===== config.mk =====
export PLATFORM = sky130hd
export DESIGN_NAME = video_timing_gen
export DESIGN_NICKNAME = d
export VERILOG_FILES = /design/src/rtl/video_timing_gen.sv
export SDC_FILE = /design/constraint.sdc
export NUM_CORES = 1
export LEC_CHECK = 0
export BUFFER_PORTS_ARGS = -buffer_cell sky130_fd_sc_hd__clkbuf_2
export CAP_MARGIN = 15
export CORE_MARGIN = 1.5
export CORE_UTILIZATION = 50
export DETAILED_ROUTE_END_ITERATION = 8
export PLACE_DENSITY = 0.74
export REMOVE_ABC_BUFFERS = 1
export SETUP_SLACK_MARGIN = 0.3
export SYNTH_ARGS = -nofsm -noshare
export SYNTH_HDL_FRONTEND = slang
export SYNTH_SLANG_ARGS = --single-unit

===== constraint.sdc =====
create_clock -name pixel_clk_in -period 2.7 [get_ports pixel_clk_in]
set_input_delay 0.135 -clock pixel_clk_in [delete_from_list [all_inputs] [get_ports pixel_clk_in]]
set_output_delay 0.135 -clock pixel_clk_in [all_outputs]
set_load 0.005 [all_outputs]

===== src/rtl/video_timing_gen.sv =====
// Raster timing generator: walks the (hcount, vcount) position over the full
// frame and registers sync, blank and start-of-frame alongside it, so every
// output in a cycle describes the same raster position.
module video_timing_gen #(
  parameter int H_ACTIVE  = 1024,
  parameter int H_FP      = 24,
  parameter int H_SYNC    = 136,
  parameter int H_BP      = 160,
  parameter int V_ACTIVE  = 768,
  parameter int V_FP      = 3,
  parameter int V_SYNC    = 6,
  parameter int V_BP      = 29,
  parameter bit HSYNC_POL = 1'b0,
  parameter bit VSYNC_POL = 1'b0
) (
  input  logic        pixel_clk_in,
  input  logic        rst_in,
  input  logic        en_in,
  output logic [10:0] hcount_out,
  output logic [9:0]  vcount_out,
  output logic        hsync_out,
  output logic        vsync_out,
  output logic        blank_out,
  output logic        new_frame_out,
  output logic [5:0]  frame_count_out
);

  localparam int H_TOTAL = H_ACTIVE + H_FP + H_SYNC + H_BP;
  localparam int V_TOTAL = V_ACTIVE + V_FP + V_SYNC + V_BP;

  localparam logic [10:0] H_LAST     = 11'(H_TOTAL - 1);
  localparam logic [10:0] H_ACT_END  = 11'(H_ACTIVE);
  localparam logic [10:0] HS_FIRST   = 11'(H_ACTIVE + H_FP);
  localparam logic [10:0] HS_LAST    = 11'(H_ACTIVE + H_FP + H_SYNC - 1);
  localparam logic [9:0]  V_LAST     = 10'(V_TOTAL - 1);
  localparam logic [9:0]  V_ACT_END  = 10'(V_ACTIVE);
  localparam logic [9:0]  VS_FIRST   = 10'(V_ACTIVE + V_FP);
  localparam logic [9:0]  VS_LAST    = 10'(V_ACTIVE + V_FP + V_SYNC - 1);

  // Column counter with wrap at the end of the line.
  function automatic logic [10:0] h_inc(input logic [10:0] h);
    return (h == H_LAST) ? 11'd0 : h + 11'd1;
  endfunction

  // Line counter with wrap at the end of the frame.
  function automatic logic [9:0] v_inc(input logic [9:0] v);
    return (v == V_LAST) ? 10'd0 : v + 10'd1;
  endfunction

  logic [10:0] h_next;
  logic [9:0]  v_next;
  logic        h_wrap;
  logic        frame_entry;
  logic        hs_act;
  logic        vs_act;
  logic        blank_next;
  // Cleared by reset so the first entry into (0,0) does not count a frame.
  logic        started_q;

  // Next raster position and the sync/blank decode of that position.
  always_comb begin
    h_wrap      = (hcount_out == H_LAST);
    h_next      = h_inc(hcount_out);
    v_next      = h_wrap ? v_inc(vcount_out) : vcount_out;
    frame_entry = h_wrap && (vcount_out == V_LAST);
    hs_act      = (h_next >= HS_FIRST) && (h_next <= HS_LAST);
    vs_act      = (v_next >= VS_FIRST) && (v_next <= VS_LAST);
    blank_next  = (h_next >= H_ACT_END) || (v_next >= V_ACT_END);
  end

  // Registered raster state; reset parks the position at the last pixel so the
  // first enabled edge lands on (0,0) and is flagged as a new frame.
  always_ff @(posedge pixel_clk_in or posedge rst_in) begin
    if (rst_in) begin
      hcount_out      <= H_LAST;
      vcount_out      <= V_LAST;
      hsync_out       <= ~HSYNC_POL;
      vsync_out       <= ~VSYNC_POL;
      blank_out       <= 1'b1;
      new_frame_out   <= 1'b0;
      frame_count_out <= 6'd0;
      started_q       <= 1'b0;
    end else if (en_in) begin
      hcount_out    <= h_next;
      vcount_out    <= v_next;
      hsync_out     <= hs_act ? HSYNC_POL : ~HSYNC_POL;
      vsync_out     <= vs_act ? VSYNC_POL : ~VSYNC_POL;
      blank_out     <= blank_next;
      new_frame_out <= frame_entry;
      if (frame_entry) begin
        if (started_q) begin
          frame_count_out <= frame_count_out + 6'd1;
        end
        started_q <= 1'b1;
      end
    end else begin
      new_frame_out <= 1'b0;
    end
  end

endmodule


==> metrics.txt, run 1 <==
outcome=finished, final reports clean; Max Slew Vio Count=0; unrepaired setup endpoints after global routing=true; Post-Synth Simple-Gate Area=0.235; CP required=between 2 and 3 ns; Reg power frac=0.405; Max IR drop VDD=roughly 0.00053 V; Compound-Gate Fraction of Synth Area=0.164; xor and xnor fraction of the mapped netlist area=0.0843; DP HPWL=about 3300 µm; CP max FO=2; M2 GR Usage=0.343; Final Hold Fails=0; Top FF cell, synth=dfstp_2; period utilisation layout=0.930; layout cells sized above 1=0.371; Final nets=roughly 280; non-filler cells, final=roughly 320; Area Growth Syn to Fin=25.4%; met3 Usage GRT=0.0409; Power Density=621 mW/mm²; worst-margin pin slew=0.928 ns; Clk pwr share=0.217; CTS clock-pin slew for the worst setup and hold paths=about 0.060 ns; # fillers=approximately 340; CTS Buf Count=5; Post-synth EDFFs=0; GR peak layer=met2; Clock Latency Late Sink=about 0.28 ns; yosys warns=0; total grt overflow=0; Die Width=65.8 µm; Avg WL per Cell=between 10 and 15 µm; routability cong.=roughly 0.86; Worst EP arrival=about 2.7 ns; synthesized flop and latch total=32; sw frac=0.339; Max Cap Violations=0; die area=between 0.004 and 0.005 mm²; CTS tree=built; Worst Setup End Kind=register; drt total wl=about 4600 µm; f_max=between 300 and 400 MHz; Post-Syn Area=roughly 0.0020 mm²; min-delay worst type=in2async; # H-tree levels=2; placed cell count=311; Setup CP Type=reg2reg; Vias per Instance=between 5 and 6; Root Driver=clkbuf_8; area of the multi-input gates=0.00111 mm²; Leak=1.10 nW; startpoint types=register; clk buf depth=2; clock period minus worst slack=~2.5 ns; via count=~1.8k; logic gate share of total power=0.378; Setup violations, final=0; Critical R2R Launch=hcount_out[0]; Core Area=0.00372 mm²; Avg Cell Area, Syn=slightly below 9 µm²; sequential fraction of the synthesis area=0.416; Setup Skew=between 0.004 and 0.005 ns; Int Pwr=1.02 mW; initial antenna violation count=0; drt pass-1 iters=4; multiplexer share of the synthesized area=0.0165; GR Util met1=0.341; main combinational cell family by area after synthesis=simple AND/OR/NAND/NOR gates; first-pass GRT wire length=7600 µm; DRT iter0 DRCs=between 100 and 150; Ant. Diodes=0; gr usage total=0.231; share of the synthesized area in the top cell type=0.213; largest net degree at the start of global routing=26; Post-Synth Adder-Cell Area=0.0317; cell taking the most area after synthesis=dfstp_2; register area=between 800 and 900 µm²; Synth area leaders=dfstp_2, dfrtp_1, xnor2_1; Crit. Startpoint=hcount_out[0]; Detail Route Antenna Nets=0; CTS Hold Buffers Added=0; share of flip-flops with an asynchronous set or reset=1.00; clk sinks=32; Rows=22; Port Buffers=33; vias in the first global route=around 1.6k; switching power=521 µW; Boundary Pins=34; Syn Inst Count=approximately 220; Die Height=approximately 66 µm; # DRC=0; Max-slew headroom=0.381; Unique masters post-synth=slightly above 50; final core utilization=0.666; Starting Density=0.531
[area by class of cell]
| class | count | share of cell area |
|---|---|---|
| clock buffer | 6 | 0.0293 |
| clock inverter | 1 | 0.00202 |
| inverter | 11 | 0.0167 |
| multi-input combinational | 165 | 0.447 |
| sequential | 32 | 0.332 |
| tap | 48 | 0.0243 |
| timing repair buffer | 60 | 0.149 |
[layer usage]
layer,share of wire,routed length [µm],up-vias
met5,0,0,-
met1,0.47,2150,844
met2,0.47,2140,46
met3,0.049,225,4
li1,-,-,901
met4,0.0092,42,0
[synthesized netlist by cell type (6+ instances only)]
cell type,count
a21oi_1,8
a31oi_1,6
dfrtp_1,16
dfstp_2,16
inv_1,11
nand2_1,21
nand3_1,11
nor2_1,18
o21ai_0,20
xnor2_1,15
[final timing paths]
kind	to	depth (start not counted)	slack (ns)
worst max-delay path	vsync_out	7	0.19
worst min-delay path	hcount_out[6]	2	0.04
worst max register to register	vsync_out	7	0.19
worst min register to register	frame_count_out[5]	1	0.47
max in group asynchronous	vcount_out[9]	3	1.95
min in group pixel_clk_in	vcount_out[9]	3	0.27
[metrics by stage]
step | setup WS, ns | total power, mW | hold slack [ns] | setup TNS, ns | cell area (µm²)
after floorplan | -0.504 | 0.955 | 0.185 | -1.54 | 1910
after global placement | 0.171 | 1.18 | 0.380 | 0 | 2310
after detailed placement | 0.145 | 1.19 | 0.371 | 0 | 2310
after CTS | 0.212 | 1.53 | 0.0808 | 0 | 2410
after global routing | 0.114 | 1.65 | 0.143 | 0 | 2470
final | 0.189 | 1.54 | 0.0418 | 0 | 2470
[kinds of logic (layout without fill, tap and decap cells)]
kind of cell,after synthesis,after routing
buf+inv,24,78
flops,32,32
compound gates,51,51
xor+xnor,19,19
simple gates,87,87
fa+ha+maj,5,5
mux,3,3
[state kept, by name, summed over array words and instances (netlist names)]
signal	flops
hcount_out	11
started_q	1
new_frame_out	1
blank_out	1
vsync_out	1
vcount_out	10
frame_count_out	6
hsync_out	1
[timing repair]
| action | CTS | global route |
|---|---|---|
| setup endpoints to repair | 3 | 5 |
| pin swaps | 2 | 3 |
| gates resized for setup | 4 | 8 |
| buffers inserted | 1 | 4 |
[cell usage in the layout (no fill, tap or decap), types with 2 or more instances in the layout]
master    instances
a21o_1            2
a21oi_1           7
a31oi_1           6
and3_1            5
buf_4            27
clkbuf_2         33
clkbuf_8          5
dfrtp_1          16
dfstp_2          16
ha_1              4
inv_1            11
mux2_2            2
nand2_1          21
nand3_1          11
nand4_1           5
nor2_1           17
nor3_1            4
nor4_1            3
o21ai_0          19
or2_2             2
or3_1             2
xnor2_1          15
xor2_1            4
[power by group through the flow]
stage	clock network, mW	logic [mW]	registers [mW]
2_1_floorplan	0	0.271	0.684
3_3_place_gp	0	0.562	0.618
3_5_place_dp	0	0.567	0.621
4_1_cts	0.342	0.578	0.613
5_1_grt	0.365	0.654	0.630
6_report	0.334	0.581	0.622
[critical path, stage by stage, from the launching register on]
cell and delay [ns]:
dfstp_2 0.56, ha_4 0.13, nand2_1 0.06, or4_4 0.49, or3_4 0.34, mux2i_1 0.18, or4b_4 0.48, a41oi_2 0.20
Note: power is estimated with default switching activity, not from simulation.
==> run 2, diff against run 1 <==
--- a/config.mk
+++ b/config.mk
@@ -8,9 +8,9 @@
 export BUFFER_PORTS_ARGS = -buffer_cell sky130_fd_sc_hd__clkbuf_2
 export CAP_MARGIN = 15
 export CORE_MARGIN = 1.5
-export CORE_UTILIZATION = 50
+export CORE_UTILIZATION = 55
 export DETAILED_ROUTE_END_ITERATION = 8
-export PLACE_DENSITY = 0.74
+export PLACE_DENSITY = 0.77
 export REMOVE_ABC_BUFFERS = 1
 export SETUP_SLACK_MARGIN = 0.3
 export SYNTH_ARGS = -nofsm -noshare
==> constraint.sdc (replaced) <==
create_clock -name pixel_clk_in -period 2.5 [get_ports pixel_clk_in]
set_input_delay 0.125 -clock pixel_clk_in [delete_from_list [all_inputs] [get_ports pixel_clk_in]]
set_output_delay 0.125 -clock pixel_clk_in [all_outputs]
set_load 0.005 [all_outputs]
==> run 2 against run 1 <==
Clock-buffer cell count down 1. Global-route usage increased by 3.3 points. Combinational power is 30% higher. Via count rose by 10%. Register-to-register slack lost 0.19 ns. Non-clock buffer count up 13. Worst hold slack improved by 0.34 ns. Utilization grew 12 points. Critical path depth unchanged. Largest cell class unchanged.
==> metrics.txt, run 2 (synthesis gave the netlist of run 1 again) <==
PnR worst setup slack=0.0000169 ns (was 0.189 ns); buffers and inverters on the worst path=0 (unchanged); Critical Path Max Stage Delay=0.58 ns (was 0.56 ns); total grt overflow=0 (unchanged); layout cells sized above 1=0.443 (was 0.371); CP max FO=2 (unchanged); outcome=finished, final reports clean (unchanged); Routed met3 length=336 µm (was 225 µm); Port Buffers=33 (unchanged); CTS clock-pin slew for the worst setup and hold paths=0.11 ns (was 0.06 ns); CP top delay family=simple AND/OR/NAND/NOR gates (unchanged); drt pass-1 iters=6 (was 4); Starting Density=0.582 (was 0.531); largest net degree at the start of global routing=33 (was 26); Final nets=296 (was 283); Most flops, register=hcount_out (unchanged); vias in the first global route=1776 (was 1614); max reg flops=11 (unchanged); Die Width=62.9 µm (was 65.8 µm); most frequent cells in the layout=buf_4, clkbuf_2, o21ai_0, nand2_1 (was clkbuf_2, buf_4, nand2_1); Setup CP Type=reg2reg (unchanged); Worst Setup End Kind=register (unchanged); Place WS=-0.0272 ns (was 0.145 ns); gr usage total=0.265 (was 0.231); Max IR drop VDD=0.000673 V (was 0.000533 V); worst-margin pin slew=0.600 ns (was 0.928 ns); Clock Latency Late Sink=0.33 ns (was 0.28 ns); # DRC=0 (unchanged); DR top layer=met4 (unchanged); CTS tree=built (unchanged); Detail Route Antenna Nets=0 (unchanged); first-pass GRT wire length=8390 µm (was 7600 µm); CP required=2.77 ns (was 2.91 ns); Setup violations, final=0 (unchanged); DRT iter0 DRCs=176 (was 104); WL met1=2280 µm (was 2150 µm); Max Slew Vio Count=0 (unchanged); die area=0.00396 mm² (was 0.00433 mm²); Boundary Pins=34 (unchanged); Power Density=681 mW/mm² (was 621 mW/mm²); Max Cap Violations=0 (unchanged); Setup Skew=0.0138 ns (was 0.00464 ns); f_max=400 MHz (was 398 MHz); Vias per Instance=5.89 (was 5.56); CP cell instances=ha_4 > nand2_2 > or4_4 > or3_4 > mux2i_2 > or4b_4 > a41oi_2 (was ha_4 > nand2_1 > or4_4 > or3_4 > mux2i_1 > or4b_4 > a41oi_2); Core Area=0.00339 mm² (was 0.00372 mm²); startpoint types=register (unchanged); Worst EP arrival=2.77 ns (was 2.72 ns); via count=1974 (was 1795); clk sinks=32 (unchanged); Ant. Diodes=0 (unchanged); # H-tree levels=2 (unchanged); DP HPWL=3160 µm (was 3300 µm); Final Hold Fails=0 (unchanged); Leak=1.18 nW (was 1.10 nW); min-delay worst type=in2reg (was in2async); biggest regs=hcount_out x11, vcount_out x10, frame_count_out x6 (unchanged); CTS Buf Count=5 (unchanged); clock period minus worst slack=2.50 ns (was 2.51 ns); final core utilization=0.789 (was 0.666); routability cong.=0.877 (was 0.859); routed wl met2=2480 µm (was 2140 µm); Avg WL per Cell=15.5 µm (was 14.1 µm); commonest non-fill, non-tap cell in the layout=buf_4 (was clkbuf_2); period utilisation layout=1.00 (was 0.930); Root Driver=clkbuf_4 (was clkbuf_8); clk buf depth=2 (unchanged); slowest CP cell=dfstp_2 (unchanged); drt total wl=5190 µm (was 4570 µm); Max-slew headroom=0.600 (was 0.381); unrepaired setup endpoints after global routing=true (unchanged); Die Height=62.9 µm (was 65.8 µm); Rows=21 (was 22); initial antenna violation count=0 (unchanged); Design Power=1.82 mW (was 1.54 mW); Area Growth Syn to Fin=35.5% (was 25.4%)
-- run 2: layer usage --
metal  track usage  vias up
li1              -      931
met1         0.358      938
met2         0.428       96
met3        0.0559        9
met4        0.0750        0
met5             0        -
-- run 2: tightest hold or removal path: cells and delay by family --
family	cells	cell delay [ns]
AO/OA/AOI/OAI	1	0.07
buffers and inverters	1	0.36
AND/OR/NAND/NOR	1	0.15
-- run 2: final cells by class --
class	instances	area, µm²
clock buffer	5	37.5
clock inverter	3	42.5
fill	205	716
inverter	11	41.3
multi-input combinational	165	1190
sequential	32	821
tap	46	57.6
timing repair buffer	73	479
-- run 2: final timing paths --
path	start	endpoint	slack [ns]	cells past startpoint
max reg2reg	hcount_out[1]	vsync_out	0.00002	7
min in group asynchronous	rst_in	vcount_out[6]	0.39	4
min	en_in	vcount_out[9]	0.38	3
max	hcount_out[1]	vsync_out	0.00002	7
max in group asynchronous	rst_in	vcount_out[2]	1.78	4
min reg2reg	frame_count_out[5]	frame_count_out[5]	0.48	1
-- run 2: timing repair --
item,4_1_cts,5_1_grt
endpoints found under the setup margin,8,12
hold buffers,1,0
resized for setup,15,18
pin swaps,3,8
endpoints found under the hold margin,16,0
buffers inserted,5,8
-- run 2: through the flow --
stage | instance area, µm² | cells | hold slack (ns) | setup TNS [ns]
floorplan | 1910 | 208 | 0.175 | -4.22
global placement | 2330 | 313 | 0.207 | 0
detailed placement | 2330 | 313 | 0.210 | -0.0272
CTS | 2540 | 327 | 0.339 | 0
global route | 2670 | 335 | 0.430 | -0.0441
finish | 2670 | 335 | 0.380 | 0
-- run 2: power breakdown --
group          switching (mW)  internal [mW]
Combinational           0.399          0.356
Clock                   0.189          0.209
Sequential             0.0507          0.617
Total                   0.639           1.18
